**src/rtl/i2c_slave_regmap.sv**
```systemverilog
// i2c_slave_regmap
//   Byte-level register-map back end for the i2c_slave bit engine.
//   The first data byte of a write transaction loads the register pointer.
//   Later bytes write regs[ptr]. Each transmit request returns regs[ptr].
//   The pointer auto-increments after every access and wraps at 2**ADDR_W.
//
// Ports
//   clk, rst_n            clock, asynchronous active-low reset
//   rx_data, rx_valid     master-written data byte and its 1-cycle strobe
//   tx_req                bit engine requests the next read byte
//   start_pulse           1-cycle START
//   restart_pulse         1-cycle repeated START
//   stop_pulse            1-cycle STOP
//   tx_data, tx_load      byte to transmit, 1-cycle load strobe
//   host_we, host_addr,   local host write port
//   host_wdata
//   host_rdata            registered read of regs[host_addr]
//   reg_wr_evt,           1-cycle notification of an I2C register write
//   reg_wr_addr
//   ptr                   current register pointer
//   busy                  high from START until STOP
module i2c_slave_regmap #(
    parameter int unsigned ADDR_W    = 4,
    parameter logic [7:0]  RESET_VAL = 8'h00
) (
    input  logic              clk,
    input  logic              rst_n,
    input  logic [7:0]        rx_data,
    input  logic              rx_valid,
    input  logic              tx_req,
    input  logic              start_pulse,
    input  logic              restart_pulse,
    input  logic              stop_pulse,
    output logic [7:0]        tx_data,
    output logic              tx_load,
    input  logic              host_we,
    input  logic [ADDR_W-1:0] host_addr,
    input  logic [7:0]        host_wdata,
    output logic [7:0]        host_rdata,
    output logic              reg_wr_evt,
    output logic [ADDR_W-1:0] reg_wr_addr,
    output logic [ADDR_W-1:0] ptr,
    output logic              busy
);

    localparam int unsigned DEPTH = 2 ** ADDR_W;

    typedef enum logic [1:0] {
        ST_IDLE  = 2'd0,
        ST_PTR   = 2'd1,
        ST_WDATA = 2'd2,
        ST_READ  = 2'd3
    } state_t;

    state_t             r_state;
    state_t             w_next;
    logic [7:0]         r_regs [DEPTH];
    logic [ADDR_W-1:0]  r_ptr;
    logic [7:0]         r_tx_data;
    logic               r_tx_load;
    logic [7:0]         r_host_rdata;
    logic               r_wr_evt;
    logic [ADDR_W-1:0]  r_wr_addr;
    logic               r_busy;

    logic               w_do_ptr;
    logic               w_do_wr;
    logic               w_do_rd;

    // The data action is decoded from the current state. Bus conditions
    // only choose the next state: stop beats start/restart, and both beat
    // the data transition. A receive strobe takes precedence over a
    // transmit request in the same cycle.
    always_comb begin
        w_next   = r_state;
        w_do_ptr = 1'b0;
        w_do_wr  = 1'b0;
        w_do_rd  = 1'b0;
        case (r_state)
            ST_PTR: begin
                if (rx_valid) begin
                    w_do_ptr = 1'b1;
                    w_next   = ST_WDATA;
                end else if (tx_req) begin
                    w_do_rd = 1'b1;
                    w_next  = ST_READ;
                end
            end
            ST_WDATA: begin
                if (rx_valid) begin
                    w_do_wr = 1'b1;
                end else if (tx_req) begin
                    w_do_rd = 1'b1;
                    w_next  = ST_READ;
                end
            end
            ST_READ: begin
                if (tx_req) begin
                    w_do_rd = 1'b1;
                end
            end
            default: ;
        endcase

        if (stop_pulse) begin
            w_next = ST_IDLE;
        end else if (start_pulse || (restart_pulse && r_state != ST_IDLE)) begin
            w_next = ST_PTR;
        end
    end

    always_ff @(posedge clk or negedge rst_n) begin
        if (!rst_n) begin
            r_state <= ST_IDLE;
            r_busy  <= 1'b0;
        end else begin
            r_state <= w_next;
            r_busy  <= (w_next != ST_IDLE);
        end
    end

    always_ff @(posedge clk or negedge rst_n) begin
        if (!rst_n) begin
            for (int unsigned i = 0; i < DEPTH; i++) begin
                r_regs[i] <= RESET_VAL;
            end
            r_ptr        <= '0;
            r_tx_data    <= 8'hff;
            r_tx_load    <= 1'b0;
            r_host_rdata <= RESET_VAL;
            r_wr_evt     <= 1'b0;
            r_wr_addr    <= '0;
        end else begin
            r_host_rdata <= r_regs[host_addr];
            r_tx_load    <= w_do_rd;
            r_wr_evt     <= w_do_wr;

            // The I2C write comes after the host write, so it overrides a
            // host write to the same index in the same cycle.
            if (host_we) begin
                r_regs[host_addr] <= host_wdata;
            end
            if (w_do_wr) begin
                r_regs[r_ptr] <= rx_data;
                r_wr_addr     <= r_ptr;
            end

            if (w_do_rd) begin
                r_tx_data <= r_regs[r_ptr];
            end

            if (w_do_ptr) begin
                r_ptr <= rx_data[ADDR_W-1:0];
            end else if (w_do_wr || w_do_rd) begin
                r_ptr <= r_ptr + ADDR_W'(1);
            end
        end
    end

    assign tx_data     = r_tx_data;
    assign tx_load     = r_tx_load;
    assign host_rdata  = r_host_rdata;
    assign reg_wr_evt  = r_wr_evt;
    assign reg_wr_addr = r_wr_addr;
    assign ptr         = r_ptr;
    assign busy        = r_busy;

endmodule

```
**config.mk**
```make
export PLATFORM = sky130hd
export DESIGN_NAME = i2c_slave_regmap
export DESIGN_NICKNAME = d
export VERILOG_FILES = /design/src/rtl/i2c_slave_regmap.sv
export SDC_FILE = /design/constraint.sdc
export NUM_CORES = 1
export LEC_CHECK = 0
export CELL_PAD_IN_SITES_DETAIL_PLACEMENT = 0
export CELL_PAD_IN_SITES_GLOBAL_PLACEMENT = 2
export CORE_ASPECT_RATIO = 0.9
export CORE_UTILIZATION = 42
export CTS_BUF_LIST = sky130_fd_sc_hd__clkbuf_4 sky130_fd_sc_hd__clkbuf_8
export DETAILED_ROUTE_END_ITERATION = 8
export PLACE_DENSITY_LB_ADDON = 0.1
export SLEW_MARGIN = 20
export SYNTH_ARGS = -nofsm -noshare
export SYNTH_HDL_FRONTEND = slang
export SYNTH_SLANG_ARGS = --single-unit
```
**constraint.sdc**
```tcl
create_clock -name clk -period 2.9 [get_ports clk]
set_clock_uncertainty 0.1 [all_clocks]
set_input_delay 0.87 -clock clk [delete_from_list [all_inputs] [get_ports clk]]
set_output_delay 0.87 -clock clk [all_outputs]
set_load 0.03 [all_outputs]
```
Word-level counts from Yosys, hierarchy flattened

Cells that the tools add are included.

$add $sub $neg: 1
Multiply operators: 0
Divide/modulo/power cells: 0
$lt $le $gt $ge: 4
Eq/ne operators: 3
Shift operators: 0
Muxes and demuxes: 28
Bitwise operators: 2
Reduce and logical (&&, ||, !) cells: 9

Operators with widths:

| operator              | count |
|---|---|
| $bwmux W128           | 2 |
| $mux W128             | 2 |
| $bmux W8 S4           | 2 |
| $demux W8 S4          | 2 |
| $mux W8               | 6 |
| $ge A5 B5 Y1 const B  | 2 |
| $lt A5 B1 Y1 const B  | 2 |
| $mux W2               | 5 |
| $not A4 Y5            | 2 |
| $mux W4               | 2 |
| $reduce_bool A2 Y1    | 3 |
| $mux W1               | 5 |
| $add A4 B1 Y4 const B | 1 |
| $eq A2 B2 Y1 const B  | 2 |
| $pmux W2 S2           | 1 |
| $logic_and A1 B1 Y1   | 3 |
| $eq A2 B1 Y1 const B  | 1 |
| $logic_or A1 B1 Y1    | 2 |
| $pmux W1 S2           | 1 |
| $reduce_or A2 Y1      | 1 |

Flip-flop bits (word level): 157
Latch bits: 0
Memory bits (writable): 0
Memory bits (read-only): 0
Input port bits: 28
Output and inout bits: 27
Logic and storage cells: 71
Memories: 0

Longest topological paths before layout

Depth after elaboration: 9
Depth in mapped cells: 9
Gate-level depth less buffers: 7

Least setup slack after synthesis

OpenSTA, ideal clock, no wires.

Path type: input port to flip-flop
Start: in host_addr[1]
End: reg r_host_rdata[0], in the netlist host_rdata[0]
Library setup time: 138 ps
Data arrival time: 2169 ps
Data required time: 2662 ps
Slack: 493 ps
Stages: 4
Buffers on the path: 2
Path through: buf_2 buf_1 mux4_2 mux4_2

Cells in the longest elaborated chain, start to end: 4

Ends and longest elaborated chain:

| item                                       | line | text |
|---|---|---|
| from (decl)                                | 37   | `input logic [ADDR_W-1:0] host_addr,` |
| $not A4 Y5 (not written as such)           | 134  | `r_host_rdata <= r_regs[host_addr];` |
| $bmux W8 S4                                | 134  |  |
| $mux W8 (not written as such) (2 in a row) | 134  |  |
| to (signal assigned)                       | 134  |  |
| to (decl)                                  | 61   | `logic [7:0] r_host_rdata;` |

No other way between the ends. The select of a mux whose other input is x is not followed.
A chain may end at the register's enable or synchronous reset.

Final worst setup path

Start: reg r_tx_data[5], in the netlist tx_data[5]
End: out tx_data[5]

RTL lines:

| item                   | line | text |
|---|---|---|
| from (decl)            | 59   | `logic [7:0] r_tx_data;` |
| from (signal assigned) | 149  | `r_tx_data <= r_regs[r_ptr];` |
| to (decl)              | 34   | `output logic [7:0] tx_data,` |

No word-level cell between the ends.

==> flow_metrics.tcl <==
set metrics [dict create \
    grt_pass1_wl_mm 44.3 \
    final_common_cell "dfrtp_1" \
    die_w_um 159 \
    io_buffers 54 \
    p_per_area_nw_per_um2 774 \
    cpPeakStageDelay_ns 0.68 \
    use_met1 0.407 \
    finalMaxSlewViolations 0 \
    synth_cell_types 38 \
    netlist_instances 832 \
    core_um2 21600 \
    grt_use_met3 0.0610 \
    crit_path_end_kind "primary output" \
    regToRegEndpoint "ptr[2]" \
    status "finished clean" \
    synth_nets 868 \
    postCtsSetupRepairBufs 0 \
    worst_pin_slew_ns 0.632 \
    syn_area_per_cell_um2 11.1 \
    synth-seq-cells 157 \
    synth_top_area_share 0.403 \
    routed_wirelength_mm 29.9 \
    cts_resized 0 \
    hpwlAfterDp_mm 20.2 \
    die_area_um2 22700 \
    drtPass1Iterations 5 \
    post-route-min-period_ns 2.68 \
    fill_cells 1959 \
    ys_top_cells_by_area "dfrtp_1 40%, mux4_2 18%, mux2i_1 14%, a21oi_1 7.6%, nor2_1 5.3%" \
    crit_cells 1 \
    ctsHoldBuffers 0 \
    cap_violations 0 \
    synthFlopType "dfrtp_1" \
    synth_edf_count 0 \
    worstPathRequired_ns 1.93 \
    grtUsageTotal 0.280 \
    vias 7004 \
    synth_area_um2 9260 \
    r2r_cells 7 \
    initial_core_util 0.428 \
    antenna_found_initial 1 \
    worst-r2r-setup-slack_ns 0.72 \
    layout_common_cells "148 x dfrtp_1, 140 x a21oi_1, 131 x nor2_1, 128 x mux2i_1, 72 x mux4_2" \
    hold_viol 0 \
    gr-usage-met2 0.423 \
    seq_area_frac_synth 0.425 \
    p_leak_nw 4.59 \
    clk_pin_slew_ns 0.08 \
    grt-ovfl-total 0 \
    critPathKind "flop to primary output" \
    area_growth_pct 18.7 \
    start_kind "flop" \
    yosysWarnings 0 \
    final_nets 938 \
    max_freq_mhz 373 \
    finalSetupViolations 0 \
    finalCritPeriodShare 0.924 \
    crit_arrival_ns 1.71 \
    cts_tree "done" \
    cts_root_buf "clkbuf_8" \
    path_cells "clkdlybuf4s50_1" \
    grt_pass1_vias 6736 \
    drt_iter0_drc 684 \
    ant_nets 0 \
    cpMaxStageDelayCell "clkdlybuf4s50_1" \
    async_reset_ff_frac 1.00 \
    grt_max_degree 47 \
    critPathBufInv 1 \
    drc 0 \
    ios 55 \
    htreeDepth 4 \
    viasPerCell 5.80 \
    top_usage_layer "met2" \
    fin_setup_tns_ns 0 \
    cts.sinks 157 \
    die-height_um 143 \
    post-route-util 0.508 \
    clk_latency_ns 0.47 \
    drive_gt1_frac 0.231 \
    gp_congestion 0.874 \
    rsz0062_at_grt "false" \
    crit_family "buffers and inverters" \
    slew_headroom 0.578 \
    numCtsBuffers 17 \
    ir_worst_vdd_v 0.000493 \
    row_count 51 \
    clock_tree.buffer_depth 2 \
    yosysTopAreaCell "dfrtp_1" \
    wl_per_cell_um 24.8 \
    hold_class "primary input to asynchronous set/reset pin" \
    path_max_fanout 2 \
    r2r_start "r_state[0]" \
]
[synth_stat cells, drive strengths merged (5+ instances only)]
library cell,count
dfrtp,149
a21oi,140
nor2,134
mux2i,128
mux4,72
clkbuf,39
buf,35
nand2,30
o22ai,17
inv,10
dfstp,8
ha,8
mux2,8
nand3,8
nor3,8
nand2b,5
nor2b,5
[registers in the layout, indices dropped and copies added, names as in the netlist]
register,flops
host_rdata,8
reg_wr_evt,1
r_regs,128
tx_data,8
busy,1
tx_load,1
reg_wr_addr,4
r_state,2
ptr,4
[where the power goes]
group | total (mW) | leakage (nW) | internal (mW) | switching, mW
sequential | 3.40 | 1.91 | 2.89 | 0.508
clock | 1.87 | 0.219 | 1.00 | 0.875
combinational | 3.24 | 2.46 | 1.60 | 1.64
total | 8.52 | 4.59 | 5.49 | 3.03
[kinds of logic (layout without fill, tap and decap cells)]
| family | after synthesis | in the layout | synth area share |
|---|---|---|---|
| mux | 208 | 208 | 0.323 |
| buf+inv | 84 | 167 | 0.0382 |
| other cells | 0 | 1 | 0 |
| compound gates | 171 | 171 | 0.0981 |
| flops | 157 | 157 | 0.425 |
| simple gates | 204 | 204 | 0.105 |
| fa+ha+maj | 8 | 8 | 0.0108 |
[how the worst max path moves through the flow]
stage / end / start / slack, ns
floorplan: host_rdata[0] / host_addr[1] / 0.49
global placement: r_regs[58] / host_addr[3] / 0.16
detailed placement: ptr[2] / rx_valid / 0.05
CTS: tx_data[6] / tx_data[6] / 0.20
global route: tx_data[1] / tx_data[1] / 0.16
finish: tx_data[5] / tx_data[5] / 0.22
[metal layers]
layer / part of all wire / wire [um] / vias to the layer above
met5: 0 / 0 / -
met3: 0.068 / 2030 / 30
met4: 0.018 / 546 / 0
met1: 0.45 / 13500 / 3534
li1: - / - / 3182
met2: 0.46 / 13800 / 258
[through the flow]
step           area [um^2]  std cells  hold WS [ns]  power, mW  setup slack [ns]
4_1_cts              11000       1206         0.245       8.53             0.201
2_1_floorplan         9260        832         0.452       5.39             0.493
6_report             11000       1207         0.239       8.52             0.220
3_3_place_gp         10600       1174         0.356       6.54             0.160
3_5_place_dp         10600       1174         0.361       6.65            0.0516
5_1_grt              11000       1206         0.245       8.92             0.162
[layout make-up]
| cell class | instances | area (um^2) | share of cell area |
|---|---|---|---|
| clock inverter | 11 | 166 | 0.0151 |
| antenna | 1 | 2.50 | 0.000228 |
| tap | 291 | 364 | 0.0331 |
| clock buffer | 21 | 277 | 0.0251 |
| timing repair buffer | 125 | 1240 | 0.113 |
| multi-input combinational | 591 | 4970 | 0.452 |
| inverter | 10 | 37.5 | 0.00341 |
| sequential | 157 | 3940 | 0.358 |
Note: power is estimated with default switching activity, not from simulation.
